**src/rtl/apb_mem_slave.sv**
```systemverilog
// apb_mem_slave
// APB slave backed by a word-addressed register memory.
// - Byte-strobed writes through PSTRB.
// - PSLVERR for misaligned, out-of-range or strobe-inconsistent accesses.
// - Flags an ACCESS phase that arrives without a preceding SETUP phase
//   (protocol error) with PREADY=1 and PSLVERR=1 in that same cycle.
// Optional feature, selected by the macro APB_SLV_WAIT_EN:
// - Defined: WAIT_CYCLES wait states are inserted in every transfer.
// - Undefined: no wait counter, and every transfer completes in its first ACCESS cycle.
module apb_mem_slave #(
  parameter int ADDR_W      = 32,
  parameter int DATA_W      = 32,
  parameter int DEPTH       = 64,
  parameter int WAIT_CYCLES = 2
) (
  input  logic              PCLK,
  input  logic              PRESETn,
  input  logic              PSEL,
  input  logic              PENABLE,
  input  logic              PWRITE,
  input  logic [ADDR_W-1:0] PADDR,
  input  logic [DATA_W-1:0] PWDATA,
  input  logic [3:0]        PSTRB,
  output logic [DATA_W-1:0] PRDATA,
  output logic              PREADY,
  output logic              PSLVERR
);

  localparam int IDX_W = $clog2(DEPTH);
  localparam int LANES = DATA_W / 8;

  localparam logic [1:0] IDLE   = 2'd0;
  localparam logic [1:0] SETUP  = 2'd1;
  localparam logic [1:0] ACCESS = 2'd2;

  // Registered state only needs to remember whether the previous cycle
  // opened or continued a transfer (IDLE or ACCESS). The SETUP phase is
  // recognised directly from the bus, because the slave must sample the
  // request at the closing edge of that same cycle.
  logic [1:0]        state;
  logic [1:0]        phase;
  logic              err_q;
  logic              err_dec;
  logic              proto_err;
  logic              acc_ready;
  logic              commit;
  logic [IDX_W-1:0]  idx;
  logic [DATA_W-1:0] mem [DEPTH];

  // Current bus phase, combining the bus signals with registered state.
  always_comb begin
    // NOTE: every always_comb output gets a default first so no path leaves it unassigned, which would infer a latch.
    phase = IDLE;
    if (PSEL && !PENABLE) begin
      phase = SETUP;
    end else if (PSEL && PENABLE && (state == ACCESS)) begin
      phase = ACCESS;
    end
  end

  // Request decode, valid while the address phase is on the bus.
  always_comb begin
    idx     = PADDR[2 +: IDX_W];
    err_dec = (PADDR[1:0] != 2'b00)
            || (PADDR[ADDR_W-1:IDX_W+2] != '0)
            || ( PWRITE && (PSTRB == 4'b0000))
            || (!PWRITE && (PSTRB != 4'b0000));
  end

`ifdef APB_SLV_WAIT_EN
  localparam logic [3:0] WAIT_INIT = 4'(WAIT_CYCLES);

  logic [3:0] wait_cnt;

  // Wait-state counter: loaded at the end of SETUP, drained during ACCESS.
  always_ff @(posedge PCLK or negedge PRESETn) begin
    // NOTE: clocked state is updated with non-blocking assignments so every flop samples pre-edge values.
    if (!PRESETn) begin
      wait_cnt <= 4'd0;
    end else if (phase == SETUP) begin
      wait_cnt <= WAIT_INIT;
    end else if ((phase == ACCESS) && (wait_cnt != 4'd0)) begin
      wait_cnt <= wait_cnt - 4'd1;
    end
  end

  assign acc_ready = (wait_cnt == 4'd0);
`else
  assign acc_ready = 1'b1;
`endif

  // Response decode. The reset term keeps both outputs low while PRESETn
  // is asserted, even if the master still holds PSEL and PENABLE high.
  always_comb begin
    proto_err = PRESETn && PSEL && PENABLE && (state == IDLE);
    PREADY    = ((phase == ACCESS) && acc_ready) || proto_err;
    PSLVERR   = ((phase == ACCESS) && acc_ready && err_q) || proto_err;
    commit    = (phase == ACCESS) && acc_ready && PWRITE && !err_q;
  end

  // Phase tracking: SETUP opens a transfer, completion or a dropped PSEL ends it.
  always_ff @(posedge PCLK or negedge PRESETn) begin
    if (!PRESETn) begin
      state <= IDLE;
    end else if (phase == SETUP) begin
      state <= ACCESS;
    end else if ((phase == ACCESS) && !acc_ready) begin
      state <= ACCESS;
    end else begin
      state <= IDLE;
    end
  end

  // Error flag captured at the end of SETUP and held for the ACCESS cycles.
  always_ff @(posedge PCLK or negedge PRESETn) begin
    if (!PRESETn) begin
      err_q <= 1'b0;
    end else if (phase == SETUP) begin
      err_q <= err_dec;
    end
  end

  // Read data is fetched at the end of a read SETUP and held until the next one.
  always_ff @(posedge PCLK or negedge PRESETn) begin
    if (!PRESETn) begin
      PRDATA <= '0;
    end else if ((phase == SETUP) && !PWRITE) begin
      PRDATA <= err_dec ? '0 : mem[idx];
    end
  end

  // Storage array with byte-lane write enables, committed on the completing edge.
  always_ff @(posedge PCLK or negedge PRESETn) begin
    if (!PRESETn) begin
      // NOTE: the storage must read as zero after reset, so it is built from resettable flops rather than a RAM macro.
      for (int w = 0; w < DEPTH; w++) begin
        mem[w] <= '0;
      end
    end else if (commit) begin
      for (int i = 0; i < LANES; i++) begin
        if (PSTRB[i]) begin
          mem[idx][8*i +: 8] <= PWDATA[8*i +: 8];
        end
      end
    end
  end

endmodule
```
**config.mk**
```make
export PLATFORM = sky130hd
export DESIGN_NAME = apb_mem_slave
export DESIGN_NICKNAME = d
export VERILOG_FILES = /design/src/rtl/apb_mem_slave.sv
export SDC_FILE = /design/constraint.sdc
export NUM_CORES = 2
export LEC_CHECK = 0
export CAP_MARGIN = 5
export CORE_MARGIN = 3
export CORE_UTILIZATION = 45
export DETAILED_ROUTE_END_ITERATION = 6
export HOLD_SLACK_MARGIN = 0.03
export PLACE_DENSITY = 0.61
export SETUP_SLACK_MARGIN = 0.2
export SKIP_CTS_REPAIR_TIMING = 1
export SYNTH_ARGS = -nofsm -noshare
export SYNTH_HDL_FRONTEND = slang
export SYNTH_SLANG_ARGS = --single-unit
```
**constraint.sdc**
```tcl
create_clock -name PCLK -period 3.65 [get_ports PCLK]
set_input_delay 0.365 -clock PCLK [delete_from_list [all_inputs] [get_ports PCLK]]
set_output_delay 0.365 -clock PCLK [all_outputs]
set_load 0.03 [all_outputs]
```
Yosys cells after proc, flatten, opt, wreduce, memory -nomap -nowiden
Index checks and enable logic that the tools add are counted.
- bits in registers: 2083
- input port bits: 73
- output and inout port bits: 34
- word-level logic and storage cells: 125
- order comparisons: 2
- eq/ne operators: 3
- muxes and demuxes: 26
- bitwise logic cells: 1
- reduce and logical (&&, ||, !) cells: 26
- operator list (kind ; number):
    $mux W2048 ; 7
    $bwmux W2048 ; 4
    $demux W32 S6 ; 4
    $bmux W32 S6 ; 1
    $mux W32 ; 4
    $mux W24 ; 1
    $reduce_bool A24 Y1 ; 1
    $mux W16 ; 1
    $logic_and A1 B1 Y1 ; 13
    $mux W8 ; 1
    $ge A7 B7 Y1 const B ; 1
    $lt A7 B1 Y1 const B ; 1
    $not A6 Y7 ; 1
    $mux W2 ; 3
    $logic_or A1 B1 Y1 ; 5
    $eq A2 B2 Y1 const B ; 2
    $logic_not A4 Y1 ; 1
    $reduce_bool A4 Y1 ; 1
    $logic_not A1 Y1 ; 3
    $eq A2 B1 Y1 const B ; 1
    $logic_not A2 Y1 ; 1
    $reduce_bool A2 Y1 ; 1

Depth between registers and ports, before layout
- word-level depth: 16
- gate-level depth with buffers: 11
- depth with buffers taken out: 6

Least setup slack after synthesis
No wires, ideal clock.
- path kind: input to register
- start: input PADDR[2]
- end: register PRDATA[15]
- setup time: 0.122 ns
- arrival time: 2.064 ns
- required time: 3.528 ns
- setup slack: 1.464 ns
- cell stages on the path: 8
- path buffers: 4
- path through: buf_6 > buf_6 > buf_4 > buf_4 > mux4_2 > o32ai_1 > nor3_1 > a32o_1
- cells in the longest elaborated chain, start to end: 5
- RTL lines (item ; RTL line ; text):
    from (decl) ; 21 ; input logic [ADDR_W-1:0] PADDR,
    $not A6 Y7 (implied by the code) ; 128 ; PRDATA <= err_dec ? '0 : mem[idx];
    $bmux W32 S6 ; 128 ;
    $mux W32 (implied by the code) (2 in series) ; 128 ;
    $mux W32 ; 128 ;
    to (signal assigned) ; 128 ;
    to (decl) ; 24 ; output logic [DATA_W-1:0] PRDATA,
No other way between the ends. The select of a mux whose other input is x is not followed.
A chain may end at the register's enable or synchronous reset.

Final worst setup path
- start: input PRESETn
- end: output PSLVERR
- cells in the longest elaborated chain, start to end: 4
- RTL lines (item ; RTL line ; text):
    from (decl) ; 17 ; input logic PRESETn,
    $logic_and A1 B1 Y1 (3 in series) ; 95 ; proto_err = PRESETn && PSEL && PENABLE && (state == IDLE);
    $logic_or A1 B1 Y1 ; 97 ; PSLVERR = ((phase == ACCESS) && acc_ready && err_q) || proto_err;
    to (decl) ; 26 ; output logic PSLVERR
No other way between the ends.

==> flow_summary.json <==
{
  "preCtsSetupSlack_ns": 0.204,
  "path_cells": "dlygate4sd3_1 -> buf_16 -> o211a_1 -> nor2b_1 -> clkdlybuf4s50_1",
  "cpPeakStageDelay_ns": 0.68,
  "drive_gt1_frac": 0.491,
  "wire_per_inst_um": 32.8,
  "dp.cells": 9570,
  "yosysSeqAreaShare": 0.549,
  "start_util": 0.456,
  "worstPathRequired_ns": 3.28,
  "worst_pin_slew_ns": 1.29,
  "clk_pin_slew_worst_paths_ns": 0.06,
  "grt-ovfl-total": 0,
  "firstDrtPassIters": 7,
  "syn_nets": 6798,
  "status": "finished clean",
  "mostFrequentLayoutCells": "mux2_2, dfrtp_1, buf_4",
  "rows": 167,
  "nets": 7077,
  "drc": 0,
  "irDropWorstVdd_mv": 0.520,
  "areaGrowthSynthToFinish_pct": 14.8,
  "grt_pass1_vias": 64446,
  "setup_violations": 0,
  "synth_top_family_by_area": "multiplexers",
  "grt.total_usage": 0.300,
  "crit_arrival_ns": 2.50,
  "fin_cells": 9982,
  "antenna_found_initial": 13,
  "timing.final.hold_violations": 0,
  "powerDensity_nw_per_um2": 458,
  "rsz0062_at_grt": "false",
  "synthSimpleGateAreaFrac": 0.0376,
  "fin_util": 0.523,
  "min_period_ns": 2.87,
  "grt_pass1_wl_um": 474000,
  "dr.first_iter.drc_count": 6203,
  "ios": 107,
  "gp_congestion": 0.988,
  "die-area_um2": 216000,
  "grt_max_degree": 176,
  "synth_mux_area_frac": 0.320,
  "vias": 62946,
  "cts_tree": "done",
  "syn_avg_cell_area_um2": 14.1,
  "vias_per_cell": 6.31,
  "synth_fa_ha_area_frac": 0,
  "syn-cell-area_um2": 94900,
  "cts_sinks": 2082,
  "die_w_um": 465,
  "postRouteAntennaNets": 0,
  "ys_warn_count": 0,
  "critPathSlowestCell": "clkdlybuf4s50_1",
  "path_max_fanout": 66,
  "fin_setup_tns_ns": 0,
  "fmax_mhz": 349,
  "synth_xor_area_frac": 0.0000923,
  "leakage_nw": 52.0,
  "clk_latency_ns": 0.88,
  "synth_edf_count": 0,
  "finClkSkew_ns": 0.0421,
  "synthArstFlopShare": 1.00,
  "fp.dieH_um": 465,
  "synth_compound_area_frac": 0.0668,
  "cts_made_buffers": 219,
  "hp-class": "in2async",
  "maxCapViolCount": 0,
  "relSlewSlack": 0.138,
  "drt-total-wl_um": 328000,
  "fin_crit_sh": 0.785,
  "root_buffer": "clkbuf_16",
  "worst_setup_path_end_kind": "output pin",
  "mostFrequentLayoutCell": "mux2_2",
  "worstSetupPathType": "in2out",
  "synth_cell_types": 72,
  "syn_inst": 6725,
  "worst_slack_ns": 0.783,
  "htree_levels": 4,
  "synth-seq-cells": 2082,
  "ys.flop_type": "dfrtp_1",
  "p_total_mw": 49.9,
  "dp_hpwl_um": 217000,
  "port_buffers": 106,
  "core_area_um2": 208000,
  "slew_violations": 0,
  "cts_buffer_depth": 3,
  "startpoint_type": "input port"
}
## critical path, delay by kind of cell
kind | cells | cell delay [ns]
simple gates | 1 | 0.12
buf+inv | 3 | 1.61
compound gates | 1 | 0.23
## power by group
group	leakage [nW]	switching, mW	internal, mW
combinational	19.2	2.31	0.769
clock	3.80	9.71	14.0
sequential	29.1	0.00664	23.1
## through the flow
step                cell area, um2  hold WS [ns]
finish                      109000        0.0593
global route                109000        0.0733
CTS                         109000        -0.601
detailed placement          101000         0.317
global placement            101000         0.318
floorplan                    94900        0.0694
## routing by layer
| layer | vias to the layer above | global-route usage | share of wire |
|---|---|---|---|
| li1 | 25627 | - | - |
| met2 | 2643 | 0.450 | 0.44 |
| met4 | 6 | 0.132 | 0.050 |
| met5 | - | 0.00417 | 0.00047 |
| met1 | 34013 | 0.422 | 0.43 |
| met3 | 657 | 0.0640 | 0.079 |
## area by class of cell
class                      count  area, um2
sequential                  2082      52100
antenna                        6       15.0
multi-input combinational   4111      40400
inverter                       4       22.5
tap                         2788       3490
clock buffer                 331       6650
fill                       17516      99400
clock inverter                74       1020
timing repair buffer         586       5230
## registers in the layout, indices dropped and copies added, names as in the netlist
signal / flops
state: 1
PRDATA: 32
err_q: 1
mem: 2048
## worst paths after layout
path	cells past startpoint	startpoint	to	slack [ns]
max reg2reg	7	state[1]$_DFF_PN0_	mem[1733]$_DFFE_PN0P_	0.87
min	2	PRESETn	mem[1871]$_DFFE_PN0P_	0.06
min reg2reg	1	mem[760]$_DFFE_PN0P_	mem[760]$_DFFE_PN0P_	0.49
max in group asynchronous	4	PRESETn	mem[31]$_DFFE_PN0P_	1.90
max	5	PRESETn	PSLVERR	0.78
min in group PCLK	2	PWDATA[25]	mem[153]$_DFFE_PN0P_	0.17
## logic make-up (layout without fill, tap and decap cells)
group	after synthesis	after routing
compound gates	925	925
xor+xnor	1	1
buf+inv	532	995
flops	2082	2082
mux	2508	2508
other cells	0	6
simple gates	677	677
## synth_stat cells (all sizes together) (7+ instances only)
| master | instances | area share |
|---|---|---|
| a221oi | 11 | 0.0010 |
| clkbuf | 277 | 0.011 |
| buf | 251 | 0.016 |
| o22ai | 276 | 0.018 |
| nor2 | 341 | 0.020 |
| a22o | 7 | 0.00065 |
| nor2b | 14 | 0.00092 |
| nor4 | 18 | 0.0012 |
| nand3 | 22 | 0.0012 |
| o22a | 14 | 0.0013 |
| a211oi | 31 | 0.0025 |
| mux4 | 203 | 0.048 |
| dfrtp | 2082 | 0.55 |
| or3 | 8 | 0.00053 |
| mux2 | 2145 | 0.25 |
| nand2 | 200 | 0.0080 |
| o211ai | 11 | 0.00087 |
| and3 | 20 | 0.0013 |
| o21ai | 142 | 0.0075 |
| a32o | 25 | 0.0026 |
| nor3 | 15 | 0.00090 |
| nand2b | 10 | 0.00066 |
| mux2i | 160 | 0.017 |
| o221ai | 146 | 0.014 |
| a2111oi | 11 | 0.0012 |
| a22oi | 56 | 0.0044 |
| o32ai | 9 | 0.00083 |
| a2bb2oi | 8 | 0.00074 |
| a31oi | 7 | 0.00046 |
| a21oi | 130 | 0.0069 |
| o31ai | 8 | 0.00074 |
Power figures use the tool's default switching activity.
